<file path="config.mk">
export PLATFORM = sky130hd
export DESIGN_NAME = fusion_accumulator
export DESIGN_NICKNAME = d
export VERILOG_FILES = /design/src/rtl/fusion_pkg.sv /design/src/rtl/fusion_acc_adder.sv /design/src/rtl/fusion_accumulator.sv
export SDC_FILE = /design/constraint.sdc
export NUM_CORES = 1
export LEC_CHECK = 0
export CAP_MARGIN = 10
export CORE_MARGIN = 2
export CORE_UTILIZATION = 30
export DETAILED_ROUTE_END_ITERATION = 10
export GPL_TIMING_DRIVEN = 0
export SLEW_MARGIN = 20
export SYNTH_ARGS = -nofsm -noshare
export SYNTH_HDL_FRONTEND = slang
export SYNTH_SLANG_ARGS = --single-unit
</file>
<file path="constraint.sdc">
create_clock -name clk -period 4.6 [get_ports clk]
set_clock_uncertainty 0.2 [all_clocks]
set_input_delay 0.92 -clock clk [delete_from_list [all_inputs] [get_ports clk]]
set_output_delay 0.92 -clock clk [all_outputs]
set_load 0.005 [all_outputs]
</file>
<file path="src/rtl/fusion_pkg.sv">
// Shared types and widths for the fusion accumulator slice.
// Optional feature macro used by this slice: SATURATE_EN (per-lane clamping).
package fusion_pkg;

  localparam int COL_W         = 13;
  localparam int IN_W          = 2 * COL_W;
  localparam int ACC_W_DEFAULT = 32;

  typedef enum logic {
    ACCUM = 1'b0,
    HOLD  = 1'b1
  } fusion_acc_state_t;

  typedef struct packed {
    logic split;
    logic sign;
  } fusion_mode_t;

endpackage

</file>
<file path="src/rtl/fusion_acc_adder.sv">
// Combinational extend-and-add for full and split modes; lanes never carry into each other.
// With SATURATE_EN defined each lane clamps and stays clamped while its sticky flag is set.
module fusion_acc_adder
  import fusion_pkg::*;
#(
  parameter int ACC_W = ACC_W_DEFAULT
) (
  input  logic [ACC_W-1:0] acc,
  input  logic [IN_W-1:0]  in_sum,
  input  fusion_mode_t     mode,
`ifdef SATURATE_EN
  input  logic [1:0]       sat_in,
  output logic [1:0]       sat_out,
`endif
  output logic [ACC_W-1:0] sum
);

  localparam int LANE_W = ACC_W / 2;

  logic [ACC_W-1:0]  op_full;
  logic [LANE_W-1:0] op_l0;
  logic [LANE_W-1:0] op_l1;

  always_comb begin
    op_full = {{(ACC_W-IN_W){mode.sign & in_sum[IN_W-1]}}, in_sum};
    op_l0   = {{(LANE_W-COL_W){mode.sign & in_sum[COL_W-1]}}, in_sum[COL_W-1:0]};
    op_l1   = {{(LANE_W-COL_W){mode.sign & in_sum[IN_W-1]}}, in_sum[IN_W-1:COL_W]};
  end

`ifdef SATURATE_EN
  // Returns {clamped, value}; signed overflow only when both operands share a sign.
  function automatic logic [ACC_W:0] clamp_full(input logic [ACC_W-1:0] a,
                                                input logic [ACC_W-1:0] b,
                                                input logic sgn);
    logic [ACC_W:0] raw;
    logic [ACC_W:0] res;
    raw = {1'b0, a} + {1'b0, b};
    res = {1'b0, raw[ACC_W-1:0]};
    if (!sgn) begin
      if (raw[ACC_W]) res = {1'b1, {ACC_W{1'b1}}};
    end else if ((a[ACC_W-1] == b[ACC_W-1]) && (raw[ACC_W-1] != a[ACC_W-1])) begin
      res = {1'b1, a[ACC_W-1], {(ACC_W-1){~a[ACC_W-1]}}};
    end
    return res;
  endfunction

  function automatic logic [LANE_W:0] clamp_lane(input logic [LANE_W-1:0] a,
                                                 input logic [LANE_W-1:0] b,
                                                 input logic sgn);
    logic [LANE_W:0] raw;
    logic [LANE_W:0] res;
    raw = {1'b0, a} + {1'b0, b};
    res = {1'b0, raw[LANE_W-1:0]};
    if (!sgn) begin
      if (raw[LANE_W]) res = {1'b1, {LANE_W{1'b1}}};
    end else if ((a[LANE_W-1] == b[LANE_W-1]) && (raw[LANE_W-1] != a[LANE_W-1])) begin
      res = {1'b1, a[LANE_W-1], {(LANE_W-1){~a[LANE_W-1]}}};
    end
    return res;
  endfunction

  logic [ACC_W:0]  res_full;
  logic [LANE_W:0] res_l0;
  logic [LANE_W:0] res_l1;

  always_comb begin
    res_full = clamp_full(acc, op_full, mode.sign);
    res_l0   = clamp_lane(acc[LANE_W-1:0], op_l0, mode.sign);
    res_l1   = clamp_lane(acc[ACC_W-1:LANE_W], op_l1, mode.sign);
    sum      = '0;
    sat_out  = '0;
    if (!mode.split) begin
      if (sat_in[0]) begin
        sum     = acc;
        sat_out = 2'b01;
      end else begin
        sum     = res_full[ACC_W-1:0];
        sat_out = {1'b0, res_full[ACC_W]};
      end
    end else begin
      sum[LANE_W-1:0]     = sat_in[0] ? acc[LANE_W-1:0] : res_l0[LANE_W-1:0];
      sum[ACC_W-1:LANE_W] = sat_in[1] ? acc[ACC_W-1:LANE_W] : res_l1[LANE_W-1:0];
      sat_out[0]          = sat_in[0] | res_l0[LANE_W];
      sat_out[1]          = sat_in[1] | res_l1[LANE_W];
    end
  end
`else
  logic [LANE_W-1:0] wrap_l0;
  logic [LANE_W-1:0] wrap_l1;

  always_comb begin
    wrap_l0 = acc[LANE_W-1:0] + op_l0;
    wrap_l1 = acc[ACC_W-1:LANE_W] + op_l1;
    sum     = mode.split ? {wrap_l1, wrap_l0} : (acc + op_full);
  end
`endif

endmodule

</file>
<file path="src/rtl/fusion_accumulator.sv">
// Accumulates in_last-terminated groups of fusion sums and holds each result on a valid/ready port.
// Build option: define SATURATE_EN for clamping adds instead of modulo wrap.
module fusion_accumulator
  import fusion_pkg::*;
#(
  parameter int ACC_W = ACC_W_DEFAULT
) (
  input  logic             clk,
  input  logic             rst_n,
  input  logic             in_valid,
  output logic             in_ready,
  input  logic [IN_W-1:0]  in_sum,
  input  logic             in_split,
  input  logic             in_sign,
  input  logic             in_last,
  output logic             out_valid,
  input  logic             out_ready,
  output logic [ACC_W-1:0] out_acc,
  output logic             out_split,
  output logic             mode_err
);

  // Handshake: a transfer happens on a rising edge where valid and ready are both high;
  // the producer holds its payload stable until then, and ready never depends on valid.

  fusion_acc_state_t state_q, state_d;
  logic [ACC_W-1:0]  acc_q, acc_d;
  logic [ACC_W-1:0]  out_acc_q, out_acc_d;
  logic              out_split_q, out_split_d;
  logic              out_valid_q, out_valid_d;
  logic              mode_err_q, mode_err_d;
  logic              first_q, first_d;
  fusion_mode_t      mode_q, mode_d;

  fusion_mode_t      in_mode;
  fusion_mode_t      eff_mode;
  logic              beat;
  logic [ACC_W-1:0]  sum;

`ifdef SATURATE_EN
  logic [1:0]        sat_q, sat_d;
  logic [1:0]        sat_out;
`endif

  assign in_mode   = '{split: in_split, sign: in_sign};
  assign eff_mode  = first_q ? in_mode : mode_q;
  assign in_ready  = (state_q == ACCUM);
  assign beat      = in_valid & in_ready;
  assign out_valid = out_valid_q;
  assign out_acc   = out_acc_q;
  assign out_split = out_split_q;
  assign mode_err  = mode_err_q;

  fusion_acc_adder #(
    .ACC_W (ACC_W)
  ) u_adder (
    .acc     (acc_q),
    .in_sum  (in_sum),
    .mode    (eff_mode),
`ifdef SATURATE_EN
    .sat_in  (sat_q),
    .sat_out (sat_out),
`endif
    .sum     (sum)
  );

  always_comb begin
    state_d     = state_q;
    acc_d       = acc_q;
    out_acc_d   = out_acc_q;
    out_split_d = out_split_q;
    out_valid_d = out_valid_q;
    mode_err_d  = 1'b0;
    first_d     = first_q;
    mode_d      = mode_q;
`ifdef SATURATE_EN
    sat_d       = sat_q;
`endif
    unique case (state_q)
      ACCUM: begin
        if (beat) begin
          // Later beats keep the group's latched mode; a differing beat is only flagged.
          if (first_q) mode_d = in_mode;
          else         mode_err_d = (in_mode != mode_q);
          if (in_last) begin
            out_acc_d   = sum;
            out_split_d = eff_mode.split;
            out_valid_d = 1'b1;
            acc_d       = '0;
            first_d     = 1'b1;
`ifdef SATURATE_EN
            sat_d       = '0;
`endif
            state_d     = HOLD;
          end else begin
            acc_d   = sum;
            first_d = 1'b0;
`ifdef SATURATE_EN
            sat_d   = sat_out;
`endif
          end
        end
      end
      HOLD: begin
        if (out_valid_q && out_ready) begin
          out_valid_d = 1'b0;
          state_d     = ACCUM;
        end
      end
      default: state_d = ACCUM;
    endcase
  end

  always_ff @(posedge clk or negedge rst_n) begin
    if (!rst_n) begin
      state_q     <= ACCUM;
      acc_q       <= '0;
      out_acc_q   <= '0;
      out_split_q <= 1'b0;
      out_valid_q <= 1'b0;
      mode_err_q  <= 1'b0;
      first_q     <= 1'b1;
      mode_q      <= '0;
`ifdef SATURATE_EN
      sat_q       <= '0;
`endif
    end else begin
      state_q     <= state_d;
      acc_q       <= acc_d;
      out_acc_q   <= out_acc_d;
      out_split_q <= out_split_d;
      out_valid_q <= out_valid_d;
      mode_err_q  <= mode_err_d;
      first_q     <= first_d;
      mode_q      <= mode_d;
`ifdef SATURATE_EN
      sat_q       <= sat_d;
`endif
    end
  end

endmodule

</file>
; ---- Word level (Yosys, flattened, before mapping)
; Cells that the tools add are included.
[word_totals]
regBits = 71
latch_bits = 0
ram_bits = 0
rom_bits = 0
in_bits = 33
output_inout_bits = 36
wordCells = 38
mem_count = 0
[op_classes]
n_addsub = 3
mul = 0
n_div = 0
magnitude_cmp = 0
eq_ne = 4
shift = 0
muxes = 14
bitwise_logic = 4
n_reduce_logical = 4
[op_table]
columns = operator, count
row1 = 32-bit 2-to-1 mux, 2
row2 = 16-bit adder, 2
row3 = 32-bit adder, 1
row4 = 1-bit 2-to-1 mux, 9
row5 = "2-bit by 1-bit != test with 1-bit output, second input constant", 3
row6 = 3-bit AND reduction, 2
row7 = 1-bit one-hot mux with 2 select lines, 2
row8 = 1-bit bitwise AND, 3
row9 = 2-bit 2-to-1 mux, 1
row10 = 2-bit != test, 1
row11 = 2-bit AND reduction, 1
row12 = 1-bit logical AND, 1
row13 = 1-bit NOT, 1

; ---- Longest topological paths before layout
; Gate-level depths: netlist of the first run.
[logic_depth]
word_depth = 5
ltp_mapped = 14
mapped_depth_nobuf = 12

; ---- Modules after synthesis
; From an unflattened synthesis of the first run, not the netlist that was laid out.
[unflattened]
cells_unflattened = 540
hier_area_um2 = 5412.7
[by_module_without_submodules]
columns = mod, instances, cells_per_inst, area_per_inst_um2, seq_area_each_um2
row1 = fusion_accumulator, 1, 194, 2935.3, 1778.0
row2 = fusion_acc_adder, 1, 346, 2477.4, 0.0

; ---- Least setup slack after synthesis of the first run
; Ideal clock, no wire load.
[synth_timing]
path_kind = input to register
from = in in_sum[0]
to = reg acc_q[30]
setup_ns = 0.095
arrival_ns = 3.291
required_ns = 4.305
setup_slack_ns = 1.014
stages = 12
n_path_buf = 0
cell_sequence = ha_1 -> inv_1 -> fa_1 -> nor2b_4 -> o31a_1 -> o311ai_4 -> a31oi_2 -> o31ai_4 -> o41ai_2 -> a311o_2 -> xnor2_2 -> o31ai_1
[synth_between]
elab_chain_len = 3
[synth_rtl]
columns = item, line
row1 = "start, declared", fusion_accumulator.sv:12  ; input logic [IN_W-1:0] in_sum,
row2 = 32-bit adder, fusion_acc_adder.sv:94  ; sum = mode.split ? {wrap_l1, wrap_l0} : (acc + op_full);
row3 = 32-bit 2-to-1 mux, fusion_acc_adder.sv:94
row4 = 32-bit 2-to-1 mux, fusion_accumulator.sv:85  ; if (in_last) begin
row5 = "end signal, assigned", fusion_accumulator.sv:117  ; acc_q <= '0;
row6 = "end signal, assigned", fusion_accumulator.sv:129  ; acc_q <= acc_d;
row7 = "end, declared", fusion_accumulator.sv:27  ; logic [ACC_W-1:0] acc_q, acc_d;
; Every way passes these cells.
; A chain may end at the register's enable or synchronous reset.

; ---- Final worst setup path of the first run
; Same ends and word-level chain as after synthesis.

==> results.toml, run 1 <==
[run_status]
outcome = "completed"

[sta]
clock.fmax_mhz = 245
rsz0062_at_grt = "no"
slew_headroom_pct = 52.1
worst_pin_slew_ns = 0.718
fin_crit_sh_pct = 88.8
setup_viol = 0
min_period_ns = 4.08
finalHoldViolations = 0
fin_setup_tns_ns = 0
hold_slack_ns = 0.272
final_max_slew_viol_count = 0

[placed_design]
port_buffers = 68
gp_congestion = 0.889
hpwl_um = 11300

[synthesis]
syn_inst = 592
synth_top_family_by_area = "compound AO/OA/AOI/OAI gates"
synth.net_count = 671
synth_top_area_share_pct = 34.0
synth-edff-count = 0
synthAdderAreaFrac_pct = 11.5
ys.flop_type = "dfrtp_1"
synth.area.mux_share_pct = 3.13
yosys.area_share.simple_pct = 15.2
ys_seq_area_share_pct = 34.5
syn-cell-area_sq_um = 5150
yosysUniqueCellTypes = 59
synth_area_leaders = "dfrtp_1, ha_1, o21ai_0"
synth_xor_xnor_area_share_pct = 7.05
yosysTopAreaCell = "dfrtp_1"
synth_compound_area_share_pct = 25.6
synth-seq-cells = 71
synth_area_per_cell_sq_um = 8.70
async_flop_share_pct = 100
yosys_warnings = 0

[floorplan]
die_w_um = 135
io_pins = 69
die_area_sq_um = 18200
placementRows = 47
fp.dieH_um = 135
initial_core_util_pct = 30.8
core_sq_um = 16700

[drt]
drtPass1Iterations = 4
ant_nets = 0
drtIter0Drc = 269
avgRoutedWirePerCell_um = 16.5
wirelength_um = 14800
post_drt_via_cell_ratio = 5.09
routed-via-count = 4565
drc_errors = 0

[setup_path]
critical_path_class = "primary input to flop"
cp-start-kind = "primary input"
r2r_cells = 14
reg2reg_setup_slack_ns = 0.88
slowest_delay_ns = 0.45
cp.arrival_ns = 4.14
worstReg2RegStart = "first_q"
worstPathRequired_ns = 4.65
critPathSlowestCell = "clkdlybuf4s50_1"
cp-end-kind = "flop"
path_cells = "clkdlybuf4s50_1 > ha_1 > inv_1 > fa_1 > nor2b_4 > o31a_1 > o311ai_4 > a31oi_2 > o31ai_4 > o41ai_2 > a311o_2 > xnor2_2 > o31ai_1"
cp_max_fo = 4
reg2reg_to = "out_acc[31]"

[finish]
drive_gt1_share_pct = 5.47
final_nets = 751
final_util_pct = 38.3
syn_to_final_growth_pct = 24.2
diodes = 0
layout_commonest_cell = "nand2_1"
final_cell_mix = "nand2_1, o21ai_0, dfrtp_1"

[grt]
grt_usage_pct = 17.1
grt_antenna_before_repair = 0
grt_pass1_vias = 4556
grt_util_met2_pct = 27.0
grt_pass1_wl_um = 24200
gr-total-overflow = 0
top_usage_layer = "met2"
grt_max_degree = 41
grt_util_met1_pct = 23.6
grt_use_met3_pct = 3.42

[clock_tree]
cts_tree = "done"
clkTransAtPathRegs_ns = 0.06
postCtsSetupBuffers = 0
clock_path_buffers = 2
htreeDepth = 3
cts.hold.buffers_added = 0
cts_resized = 0
numCtsBuffers = 9
insertion_delay_ns = 0.34
cts_sinks = 71
cts-root-buf = "clkbuf_16"

[power]
ir_worst_vdd_mv = 0.262
p_leak_nw = 2.78
p_per_area_nw_per_um2 = 702

[flow_run]
drv_cap = 0

[min_path]
hp-start = "acc_q[0]"
hold_path_class = "flop to flop"
whs_path_depth = 2
hold_path_end = "acc_q[0]"
[cell families after synthesis]
kind of cell	after synthesis
compound gates	209
xor+xnor	39
fa+ha+maj	46
buf+inv	40
flops	71
mux	15
simple gates	172
[critical path: cells and delay by family]
family	cells	cell delay, ns
XOR/XNOR	1	0.15
adder cells (fa/ha/maj)	2	0.52
AO/OA/AOI/OAI	7	1.94
buffers and inverters	2	0.54
AND/OR/NAND/NOR	1	0.06
[registers in the layout (all words and copies together) (netlist names)]
register / flops
out_valid: 1
first_q: 1
acc_q: 32
mode_err: 1
state_q: 1
out_acc: 32
mode_q: 2
out_split: 1
[stage by stage]
stage               cells  total power, mW  instance area [sq um]  setup WS, ns
finish                897             4.49                   6390         0.515
floorplan             592             2.95                   5150          1.01
global route          897             4.90                   6390         0.303
global placement      880             3.81                   6110        -0.212
detailed placement    881             3.84                   6120         0.154
CTS                   897             4.53                   6390         0.506
[layer usage]
metal  share of wire [%]  wire [um]  vias to the layer above
met5                   0          0                        -
met4                 2.3        346                        0
met3                 5.0        745                       21
met2                  45       6660                      113
met1                  48       7030                     2129
li1                    -          -                     2302
[how the worst max path moves through the flow]
| stage | startpoint | to | slack (ns) | cells past startpoint |
|---|---|---|---|---|
| 2_1_floorplan | in_sum[0] | acc_q[30] | 1.01 | 12 |
| 3_3_place_gp | rst_n | out_acc[26] | -0.21 | 1 |
| 3_5_place_dp | in_sum[0] | out_acc[28] | 0.15 | 13 |
| 4_1_cts | in_sum[0] | acc_q[28] | 0.51 | 13 |
| 5_1_grt | in_sum[0] | acc_q[28] | 0.30 | 13 |
| 6_report | in_sum[0] | acc_q[30] | 0.52 | 13 |
[Yosys cell counts (all sizes together) (8+ instances only)]
cell type,count
clkbuf,25
nand2,84
o21a,9
nor2,32
nand2b,9
a21oi,47
mux2,9
inv,13
ha,44
dfrtp,70
xnor2,20
xor2,18
a21o,14
a211oi,9
o21ai,84
nor3,8
o211ai,9
[layout make-up]
cell class	count	area, sq um
Fill cell	1754	10300
Multi-Input combinational cell	481	3220
Sequential cell	71	1780
Timing Repair Buffer	69	698
Tap cell	220	275
Clock buffer	13	250
Buffer	27	104
Inverter	13	48.8
Clock inverter	3	21.3
[power by group]
part | total, mW | switching (mW) | internal, mW
logic | 2.72 | 1.50 | 1.22
registers | 1.12 | 0.203 | 0.915
clock network | 0.653 | 0.273 | 0.380
Note: power is estimated with default switching activity, not from simulation.
==> run 2, diff against run 1 <==
--- a/config.mk
+++ b/config.mk
@@ -10,6 +10,8 @@
 export CORE_UTILIZATION = 30
 export DETAILED_ROUTE_END_ITERATION = 10
 export GPL_TIMING_DRIVEN = 0
+export HOLD_SLACK_MARGIN = 0.12
+export REMOVE_ABC_BUFFERS = 1
 export SLEW_MARGIN = 20
 export SYNTH_ARGS = -nofsm -noshare
 export SYNTH_HDL_FRONTEND = slang
==> run 2 against run 1 <==
Effect of this change: global-route usage is 0.94 points lower; sequential power hardly changed; wire length is 5.2% lower; die area stayed put; critical endpoint is now out_acc[28]; largest cell class unchanged; largest power group unchanged.
==> results.toml, run 2 (synthesis results as in run 1) <==
[run_status]
outcome = "completed"

[clock_tree]
cts-root-buf = "clkbuf_16"
postCtsSetupBuffers = 0
cts_resized = 0
cts.hold.buffers_added = 0
cts_sinks = 71
clock_path_buffers = 2
htreeDepth = 3
clkTransAtPathRegs_ns = 0.06
insertion_delay_ns = 0.35
numCtsBuffers = 9
cts_tree = "done"

[setup_path]
critical_path_class = "primary input to flop"
cp-end-kind = "flop"
worstPathRequired_ns = 4.60
cp-start-kind = "primary input"
cp_max_fo = 4
cp.arrival_ns = 4.07

[grt]
grt_pass1_wl_um = 23400
grt_antenna_before_repair = 0
gr-total-overflow = 0
grt_usage_pct = 16.2
grt_max_degree = 69
grt_pass1_vias = 4633

[min_path]
hold_path_class = "flop to flop"

[power]
p_leak_nw = 2.78
p_per_area_nw_per_um2 = 706
ir_worst_vdd_mv = 0.287
total_power_mw = 4.49

[placed_design]
numPlacedInstances = 856
gp_congestion = 0.892
port_buffers = 68
hpwl_um = 10400

[drt]
wirelength_um = 14000
post_drt_via_cell_ratio = 5.14
routed-via-count = 4479
ant_nets = 0
drtPass1Iterations = 4
avgRoutedWirePerCell_um = 16.1
drc_errors = 0
drtIter0Drc = 212

[sta]
slew_headroom_pct = 39.5
worst_pin_slew_ns = 0.908
final_max_slew_viol_count = 0
min_period_ns = 4.07
finalHoldViolations = 0
rsz0062_at_grt = "no"
clock.fmax_mhz = 246
fin_crit_sh_pct = 88.5
setup_viol = 0

[floorplan]
io_pins = 69
fp.dieH_um = 135
initial_core_util_pct = 30.8
placementRows = 47
die_area_sq_um = 18200
core_sq_um = 16700
die_w_um = 135

[finish]
drive_gt1_share_pct = 6.75
layout_commonest_cell = "nand2_1"
stdcell_count = 872
syn_to_final_growth_pct = 23.6
final_nets = 726
diodes = 0
final_cell_mix = "nand2_1, o21ai_0, dfrtp_1"
fillerInstances = 1745

[flow_run]
drv_cap = 0
[run 2: metal layers]
| layer | GRT usage [%] | wire [um] |
|---|---|---|
| met1 | 20.8 | 6570 |
| met3 | 3.49 | 446 |
| met4 | 5.50 | 220 |
| met5 | 0 | 0 |
| met2 | 27.2 | 6780 |
[run 2: area by class of cell]
class	instances	area, sq um	share of cell area (%)
repair buffers	71	724	11.4
multi-input cells	481	3240	51.0
inverters	13	48.8	0.767
well taps	220	275	4.32
clock inverters	5	41.3	0.649
flip-flops and latches	71	1780	27.9
clock buffers	11	253	3.97
[run 2: path summary, 6_finish.rpt]
path	from	endpoint	slack, ns	cells past startpoint
max	in_sum[0]	out_acc[28]	0.53	13
min	acc_q[0]	acc_q[0]	0.27	2
max reg2reg	first_q	out_acc[31]	1.13	12
min reg2reg	acc_q[0]	acc_q[0]	0.27	2
max in group asynchronous	rst_n	acc_q[2]	3.31	2
min in group asynchronous	rst_n	out_acc[19]	0.31	1
[run 2: per-stage QoR]
step	TNS (ns)	setup WS, ns	hold slack (ns)	area (sq um)	util, %
2_1_floorplan	0	1.00	0.243	5050	-
3_3_place_gp	-45.03	-0.787	0.255	6000	35.9
3_5_place_dp	0	0.144	0.266	6070	36.4
4_1_cts	0	0.498	0.280	6360	38.1
5_1_grt	0	0.277	0.308	6360	38.1
6_report	0	0.530	0.274	6360	38.1
[run 2: power by group]
group / internal, mW / total, mW / switching (mW)
Combinational: 1.24 / 2.69 / 1.45
Sequential: 0.915 / 1.12 / 0.206
Clock: 0.398 / 0.687 / 0.289
[run 2: critical path, cell delays in order]
cell and delay, ns:
clkdlybuf4s50_1 0.47, ha_1 0.22, inv_1 0.07, fa_1 0.43, nor2b_4 0.14, o31a_1 0.26
nor3_1 0.10, o21ai_1 0.37, a21oi_1 0.25, o31ai_1 0.41, xor2_1 0.13, mux2i_1 0.20
o21ai_0 0.09
